===== config.mk =====
export PLATFORM = sky130hd
export DESIGN_NAME = mem_arbiter
export DESIGN_NICKNAME = d
export VERILOG_FILES = /design/src/rtl/cpu_types_pkg.sv /design/src/rtl/arb_watchdog.sv /design/src/rtl/mem_arbiter.sv
export SDC_FILE = /design/constraint.sdc
export NUM_CORES = 1
export LEC_CHECK = 0
export ABC_CLOCK_PERIOD_IN_PS = 3200
export CAP_MARGIN = 0
export CORE_AREA = 2 2 103 105
export DETAILED_ROUTE_END_ITERATION = 8
export DIE_AREA = 0 0 105 107
export SYNTH_ARGS = -nofsm -noshare
export SYNTH_HDL_FRONTEND = slang
export SYNTH_SLANG_ARGS = --single-unit
export TNS_END_PERCENT = 1

===== constraint.sdc =====
create_clock -name CLK -period 3.2 [get_ports CLK]
set_clock_uncertainty 0.2 [all_clocks]
set_input_delay 0.96 -clock CLK [delete_from_list [all_inputs] [get_ports CLK]]
set_output_delay 0.96 -clock CLK [all_outputs]
set_load 0.02 [all_outputs]

===== src/rtl/cpu_types_pkg.sv =====
// cpu_types_pkg: shared types for the memory arbiter.
//   word_t      - 32-bit data/address word
//   ramstate_t  - RAM handshake state reported by the memory (FREE, BUSY, ACCESS, ERROR)
//   arb_state_t - arbiter FSM state (IDLE, IGRANT, DGRANT)
package cpu_types_pkg;

    typedef logic [31:0] word_t;

    typedef enum logic [1:0] {
        FREE   = 2'd0,
        BUSY   = 2'd1,
        ACCESS = 2'd2,
        ERROR  = 2'd3
    } ramstate_t;

    typedef enum logic [1:0] {
        IDLE   = 2'd0,
        IGRANT = 2'd1,
        DGRANT = 2'd2
    } arb_state_t;

endpackage


===== src/rtl/arb_watchdog.sv =====
// arb_watchdog: grant-length counter for the memory arbiter.
//   i_clk    - clock
//   i_rst    - asynchronous active-high reset
//   i_clear  - synchronous clear (held while the arbiter is idle)
//   i_enable - count one stalled grant cycle
//   o_tc     - terminal count: counter has reached WAIT_MAX-1
module arb_watchdog #(
    parameter int unsigned WAIT_MAX = 16
) (
    input  logic i_clk,
    input  logic i_rst,
    input  logic i_clear,
    input  logic i_enable,
    output logic o_tc
);

    localparam int unsigned W = (WAIT_MAX > 1) ? $clog2(WAIT_MAX) : 1;

    logic [W-1:0] r_count;

    always_ff @(posedge i_clk or posedge i_rst) begin
        if (i_rst) begin
            r_count <= '0;
        end else if (i_clear) begin
            r_count <= '0;
        end else if (i_enable && !o_tc) begin
            r_count <= r_count + W'(1);
        end
    end

    assign o_tc = (r_count == W'(WAIT_MAX - 1));

endmodule


===== src/rtl/mem_arbiter.sv =====
// mem_arbiter: arbitrates one RAM port between an icache (read-only) and a dcache (read/write).
// Optional feature: define MEM_ARB_RR_EN for round-robin arbitration on simultaneous requests;
// otherwise the dcache always wins.
//   CLK, RST                     - clock, asynchronous active-high reset
//   iREN, iaddr / iwait, iload   - icache request / stall and read data
//   dREN, dWEN, daddr, dstore    - dcache request, address, write data
//   dwait, dload                 - dcache stall and read data
//   ramREN, ramWEN, ramaddr, ramstore - RAM request
//   ramload, ramstate            - RAM read data and handshake state
//   arb_err                      - one-cycle pulse when the watchdog aborts a grant
module mem_arbiter
    import cpu_types_pkg::*;
#(
    parameter int unsigned WAIT_MAX = 16
) (
    input  logic      CLK,
    input  logic      RST,
    input  logic      iREN,
    input  word_t     iaddr,
    output logic      iwait,
    output word_t     iload,
    input  logic      dREN,
    input  logic      dWEN,
    input  word_t     daddr,
    input  word_t     dstore,
    output logic      dwait,
    output word_t     dload,
    output logic      ramREN,
    output logic      ramWEN,
    output word_t     ramaddr,
    output word_t     ramstore,
    input  word_t     ramload,
    input  ramstate_t ramstate,
    output logic      arb_err
);

    arb_state_t r_state;
    arb_state_t w_next;
    logic       w_d_req;
    logic       w_req_active;
    logic       w_access;
    logic       w_done;
    logic       w_tc;
    logic       w_timeout;

    assign w_d_req  = dREN | dWEN;
    assign w_access = (ramstate == ACCESS);

    // Request of whoever currently holds the grant; dropping it ends the grant silently.
    always_comb begin
        w_req_active = 1'b0;
        case (r_state)
            IGRANT:  w_req_active = iREN;
            DGRANT:  w_req_active = w_d_req;
            default: w_req_active = 1'b0;
        endcase
    end

    assign w_done    = w_req_active & w_access;
    assign w_timeout = w_req_active & ~w_access & w_tc;

    arb_watchdog #(
        .WAIT_MAX (WAIT_MAX)
    ) u_watchdog (
        .i_clk    (CLK),
        .i_rst    (RST),
        .i_clear  (r_state == IDLE),
        .i_enable (w_req_active & ~w_access),
        .o_tc     (w_tc)
    );

`ifdef MEM_ARB_RR_EN
    logic r_last_d;  // 1: most recent grant went to the dcache
`endif

    always_comb begin
        w_next = r_state;
        case (r_state)
            IDLE: begin
`ifdef MEM_ARB_RR_EN
                if (w_d_req && iREN) begin
                    w_next = r_last_d ? IGRANT : DGRANT;
                end else
`endif
                if (w_d_req) begin
                    w_next = DGRANT;
                end else if (iREN) begin
                    w_next = IGRANT;
                end else begin
                    w_next = IDLE;
                end
            end
            IGRANT, DGRANT: begin
                if (!w_req_active || w_done || w_timeout) begin
                    w_next = IDLE;
                end
            end
            default: w_next = IDLE;
        endcase
    end

    always_ff @(posedge CLK or posedge RST) begin
        if (RST) begin
            r_state <= IDLE;
        end else begin
            r_state <= w_next;
        end
    end

`ifdef MEM_ARB_RR_EN
    always_ff @(posedge CLK or posedge RST) begin
        if (RST) begin
            r_last_d <= 1'b0;
        end else if (r_state == IDLE && w_next == DGRANT) begin
            r_last_d <= 1'b1;
        end else if (r_state == IDLE && w_next == IGRANT) begin
            r_last_d <= 1'b0;
        end
    end
`endif

    // RAM-side and cache-side outputs follow the live requester signals of the granted side.
    always_comb begin
        ramREN   = 1'b0;
        ramWEN   = 1'b0;
        ramaddr  = '0;
        ramstore = '0;
        iwait    = 1'b1;
        dwait    = 1'b1;
        iload    = '0;
        dload    = '0;
        arb_err  = w_timeout;
        case (r_state)
            IGRANT: begin
                ramREN  = 1'b1;
                ramaddr = iaddr;
                if (w_done) begin
                    iwait = 1'b0;
                    iload = ramload;
                end
            end
            DGRANT: begin
                ramWEN   = dWEN;
                ramREN   = dREN & ~dWEN;
                ramaddr  = daddr;
                ramstore = dstore;
                if (w_done) begin
                    dwait = 1'b0;
                    dload = ramload;
                end
            end
            default: ;
        endcase
    end

endmodule


==> impl_metrics.ini, run 1 <==
[run_status]
status = completed

[yosys]
synth-seq-cells = 6
synthTopCellsByArea = and2_1 (39%), a22oi_1 (16%), nor2b_1 (13%)
syn_area_um2 = 1540
synth_largest_area_cell = and2_1
ys_types = 25
synthCells = 230
syn_nets = 369
avgSynthCellArea_um2 = 6.69
yosysTopAreaCellShare = 0.394
synth_warnings = 0
synth-seq-area-share = 0.0976

[power]
p_per_area_nw_per_um2 = 397
p_leak_uw = 0.00217
total_power_uw = 1830
ir_drop_uv = 237

[floorplan]
num_rows = 37
die_y_um = 107
initial_utilization = 0.152
pin_count = 268
die_area_um2 = 11200
die_w_um = 105
coreArea_um2 = 10100

[detailed_routing]
routedWlPerCell_um = 16.4
drtPass1Iterations = 4
drtIter0Drc = 81
vias = 2708
wirelength_um = 10500
drc = 0
routed_via_density = 4.21
ant_nets = 0

[worst_setup_path]
crit_buf_inv = 2
rr_worst_depth = 9
timing.rr.end = u_watchdog.r_count[0]
worstSetupStartpointType = input pin
path_max_fanout = 1
worstPathArrival_ps = 1990
worstSetupPathType = input pin to primary output
cp_slowest_cell = clkdlybuf4s50_1
reg2reg_slack_ps = 990
critPathTopFamily = buffers and inverters
cp.required_ps = 2040
cp-end-kind = primary output
path_cells = clkdlybuf4s50_1, a22oi_1, nor2b_1, dlygate4sd2_1
max_stage_delay_ps = 470
r2r_start = r_state[1]

[cells_and_area]
drive_above_1_share = 0.280
stdcell_count = 643
area_growth_pct = 200
final_area_um2 = 4610
n_fill_cell = 1058
antenna_cells = 0
nNetsFinal = 648

[min_path]
hold_depth = 2
hold_path_startpoint = u_watchdog.r_count[1]
whs_endpoint = u_watchdog.r_count[1]
hold_class = flip-flop to flip-flop

[sta]
timing.max_slew.rel_slack = 0.818
max_freq_ghz = 0.317
max_slew.worst_pin.slew_ps = 274
min_period_over_period = 0.985
slew_viol_final = 0
period_minus_slack_ps = 3150
hold_viol_final = 0
whs_ps = 374
rsz0062_at_grt = yes
setup_viol = 0
fin_ws_ps = 46.5

[clock_network]
clkTransAtPathRegs_ps = 30
root_buffer = clkbuf_8
cts_tree = built
cts.path.max_buffers = 2
h-tree-depth = 1
numClockSinks = 6
cts_made_buffers = 3
clock_latency_ps = 230

[placement]
gp_congestion = 0.849
place_area_um2 = 4480
placed_cells = 630
hpwl_um = 7880
dp_slack_ps = -808
io_buffer_count = 267

[global_routing]
grt_pass1_vias = 2737
grt_max_degree = 39
grt_pass1_wl_um = 16100
antenna_found_initial = 0
grt.total_usage = 0.180
overflow = 0

[flow_run]
cap_violations = 0
==> through the flow <==
stage,TNS (ps),utilization
5_1_grt,-0.168,0.457
6_report,0,0.457
3_3_place_gp,-59970,0.444
3_5_place_dp,-59280,0.444
2_1_floorplan,0,-
4_1_cts,-671,0.453
==> cell usage in the layout, fill, tap and decap left out, types with 2 or more instances in the layout <==
master           instances
clkdlybuf4s15_1          6
nor2_1                   3
and2_4                  29
o21ai_0                  4
buf_6                   45
dlygate4sd2_1           55
clkdlybuf4s50_1        130
and3_4                  10
nor3_1                   2
a21oi_1                  4
clkbuf_8                 3
nand2_4                  2
dfrtp_1                  6
and2_1                  68
a22oi_1                 31
nand3_1                  3
buf_12                   3
buf_2                   16
nor2b_1                 32
buf_4                   23
ha_1                     3
nand2_1                  2
inv_1                    5
clkbuf_2                 6
==> registers in the layout, indices dropped and copies added (netlist names) <==
name / flops
u_watchdog.r_count: 4
r_state: 2
==> what timing repair did <==
action | CTS | global route
setup endpoints to repair | 130 | 76
gates cloned | 9 | 1
setup buffers | 2 | 0
pin swaps | 33 | 8
resized for setup | 470 | 27
hold buffers | 0 | 0
==> layer usage <==
layer,up-vias,GRT usage,routed length [um]
li1,1345,-,-
met1,1216,0.206,4110
met2,138,0.333,5420
met3,9,0.0578,917
met4,0,0.0238,80
met5,-,0,0
==> worst max path at each step <==
stage	start	endpoint	slack, ps	cells past startpoint
after floorplan	dREN	dload[22]	180	5
after global placement	ramstate[1]	dload[25]	-810	6
after detailed placement	ramstate[1]	dload[25]	-810	6
after CTS	dWEN	dload[26]	-40	7
after global routing	iaddr[28]	ramaddr[28]	-0.2	4
final	daddr[11]	ramaddr[11]	50	4
==> cell families (layout without fill, tap and decap cells) <==
group | after synthesis | count (layout) | synth area share
adder cells (fa/ha/maj) | 4 | 4 | 0.0325
flip-flops | 6 | 6 | 0.0976
AND/OR/NAND/NOR | 149 | 158 | 0.594
multiplexers | 1 | 1 | 0.00650
buffers and inverters | 25 | 293 | 0.0626
AO/OA/AOI/OAI | 45 | 45 | 0.207
==> where the power goes <==
| part | internal [uW] | leakage [uW] | switching [uW] |
|---|---|---|---|
| sequential | 89.3 | 0.0000814 | 9.15 |
| clock | 81.1 | 0.0000216 | 35.4 |
| combinational | 754 | 0.00206 | 860 |
| total | 925 | 0.00217 | 905 |
==> final cells by class <==
class | count | area [um2] | share of cell area
clock buffers | 3 | 41.3 | 0.00896
inverters | 5 | 18.8 | 0.00407
multi-input cells | 208 | 1510 | 0.328
flip-flops and latches | 6 | 150 | 0.0326
well taps | 136 | 170 | 0.0369
repair buffers | 285 | 2720 | 0.590
==> tightest hold or removal path, stage by stage (launching register included) <==
cell and delay, ps:
dfrtp_1 380, o21ai_0 80, a21oi_1 70
==> synth_stat cells (all sizes together) <==
master and instances:
and2 97, nor2b 33, a22oi 32, clkbuf 18, dfrtp 6, inv 5, a21oi 4, ha 4
nand3 4, o21ai 4, and3 3, nand2 3, nor2 3, buf 2, nor3 2, a21o 1
and4b 1, mux2i 1, nand2b 1, nor4 1, o2111ai 1, o211ai 1, o21a 1, o21bai 1
or3 1
(Power assumes the default switching activity.)
==> inputs of run 2 (changes only) <==
--- a/config.mk
+++ b/config.mk
@@ -6,10 +6,11 @@
 export NUM_CORES = 1
 export LEC_CHECK = 0
 export ABC_CLOCK_PERIOD_IN_PS = 3200
-export CAP_MARGIN = 0
+export CAP_MARGIN = 20
 export CORE_AREA = 2 2 103 105
 export DETAILED_ROUTE_END_ITERATION = 8
 export DIE_AREA = 0 0 105 107
+export SETUP_SLACK_MARGIN = 0.2
 export SYNTH_ARGS = -nofsm -noshare
 export SYNTH_HDL_FRONTEND = slang
 export SYNTH_SLANG_ARGS = --single-unit
==> impl_metrics.ini, run 2 (synthesis results as in run 1) <==
[cells_and_area]
n_fill_cell = 1034
final_area_um2 = 4670
seqCellArea_um2 = 150
drive_above_1_share = 0.407
stdcell_count = 637
mostFrequentLayoutCells = clkdlybuf4s50_1 (127), buf_6 (68), and2_4 (49), and2_1 (48), nor2b_1 (32)
final_common_cell = clkdlybuf4s50_1
area_growth_pct = 204
multi_input_area_um2 = 1450
regMostFlops = u_watchdog.r_count
largest_register_ffs = 4
antenna_cells = 0
largestRegisters = u_watchdog.r_count: 4 flops, r_state: 2 flops
nNetsFinal = 642

[global_routing]
grt_max_degree = 35
grt_pass1_vias = 2542
grt.total_usage = 0.160
overflow = 0
antenna_found_initial = 0
grt_pass1_wl_um = 14500

[sta]
setup_viol = 27
fin_ws_ps = -20.9
rsz0062_at_grt = yes
period_minus_slack_ps = 3220
tns_ps = -345
max_freq_ghz = 0.310
hold_viol_final = 0
min_period_over_period = 1.01
max_slew.worst_pin.slew_ps = 273
timing.max_slew.rel_slack = 0.818
slew_viol_final = 0

[placement]
gp_congestion = 0.849
place_area_um2 = 4480
placed_cells = 630
dp_slack_ps = -808
hpwl_um = 7880
io_buffer_count = 267

[power]
p_comb_frac = 0.881
ir_drop_uv = 218
p_leak_uw = 0.00210
p_int_uw = 924
swShare = 0.487
switchingPower_uw = 878
p_clk_frac = 0.065
p_seq_frac = 0.055
p_per_area_nw_per_um2 = 386

[detailed_routing]
drc = 0
wirelength_um = 9990
routed_via_density = 4.16
drtPass1Iterations = 4
ant_nets = 0
routedWlPerCell_um = 15.7
vias = 2652
drtIter0Drc = 71

[worst_setup_path]
critPathTopFamily = simple AND/OR/NAND/NOR gates
reg2reg_slack_ps = 1100
path_max_fanout = 8
cp.required_ps = 2040
cp_slowest_cell = and3_4
max_stage_delay_ps = 280
path_cells = dlygate4sd2_1, nor2b_4, and3_4, buf_6, and2_4, buf_6
cp-end-kind = primary output
cpMostUsedCell = buf_6
crit_buf_inv = 3
worstSetupStartpointType = input pin
worstPathArrival_ps = 2060
worstSetupPathType = input pin to primary output

[floorplan]
coreArea_um2 = 10100
die_w_um = 105
num_rows = 37
pin_count = 268
die_area_um2 = 11200
die_y_um = 107
initial_utilization = 0.152

[flow_run]
cap_violations = 0

[min_path]
hold_class = flip-flop to flip-flop

[run_status]
violations = setup timing
status = finished with violations

[clock_network]
cts_made_buffers = 3
numClockSinks = 6
root_buffer = clkbuf_8
clkTransAtPathRegs_ps = 30
cts.path.max_buffers = 2
clock_latency_ps = 230
h-tree-depth = 1
cts_tree = built
holdBufCountCts = 0
## run 2: cell types whose count changed in the layout (fill, tap and decap cells not counted), sizes merged
| cell | before | now |
|---|---|---|
| dlymetal6s2s | 0 | 3 |
| clkdlybuf4s50 | 130 | 127 |
| buf | 87 | 122 |
| and3 | 11 | 3 |
| clkbuf | 10 | 16 |
| dlygate4sd2 | 55 | 2 |
| nand2 | 4 | 3 |
| clkdlybuf4s15 | 6 | 21 |
## run 2: per-layer routing
| layer | vias up | track usage | wire length, um |
|---|---|---|---|
| li1 | 1311 | - | - |
| met4 | 0 | 0.0257 | 128 |
| met1 | 1192 | 0.185 | 3920 |
| met5 | - | 0 | 0 |
| met3 | 13 | 0.0480 | 810 |
| met2 | 136 | 0.294 | 5130 |
## run 2: per-stage QoR
| stage | utilization | hold slack, ps | total power (uW) |
|---|---|---|---|
| 6_report | 0.463 | 374 | 1800 |
| 5_1_grt | 0.463 | 407 | 1930 |
| 4_1_cts | 0.438 | 366 | 1770 |
| 3_5_place_dp | 0.444 | 361 | 1790 |
| 3_3_place_gp | 0.444 | 352 | 1790 |
| 2_1_floorplan | - | 332 | 937 |
## run 2: path summary, 6_finish.rpt
path	start	endpoint	cells past startpoint
setup reg to reg	r_state[1]	u_watchdog.r_count[0]	8
min in group asynchronous	RST	r_state[1]	2
max in group asynchronous	RST	u_watchdog.r_count[3]	2
hold / removal	u_watchdog.r_count[1]	u_watchdog.r_count[1]	2
setup / recovery	ramstate[0]	dload[25]	6
hold reg to reg	u_watchdog.r_count[1]	u_watchdog.r_count[1]	2
## run 2: area by class of cell
class                      count  share of cell area
multi-input combinational    199               0.310
tap                          136              0.0364
inverter                       5             0.00402
timing repair buffer         288               0.609
sequential                     6              0.0321
clock buffer                   3             0.00884
## run 2: timing repair
item,in CTS,in global routing
buffers inserted,0,0
resized for setup,595,98
pin swaps,3,51
cloned,0,4
endpoints found under the setup margin,130,111
## run 2: worst reg2reg max path: cells and delay by family, from the launching register on
family                     cells  cell delay (ps)
and+or+nand+nor                1              300
buffers and inverters          3              390
adders and majority gates      1              330
AOI/OAI and AO/OA              3              460
DFF                            1              340
## run 2: power by group through the flow
stage,Sequential (uW),Clock [uW],Combinational (uW)
after floorplan,96.9,0,840
after global placement,98.5,0,1690
after detailed placement,99.1,0,1690
after CTS,98.2,118,1560
after global routing,101,125,1710
final,98.4,116,1590
==> inputs of run 3 (changes only) <==
--- a/config.mk
+++ b/config.mk
@@ -8,6 +8,7 @@
 export ABC_CLOCK_PERIOD_IN_PS = 3200
 export CAP_MARGIN = 20
 export CORE_AREA = 2 2 103 105
+export CTS_BUF_LIST = sky130_fd_sc_hd__clkbuf_4 sky130_fd_sc_hd__clkbuf_8
 export DETAILED_ROUTE_END_ITERATION = 8
 export DIE_AREA = 0 0 105 107
 export SETUP_SLACK_MARGIN = 0.2
==> results of run 3 <==
Final layout, timing and power as in run 2 (identical DEF).
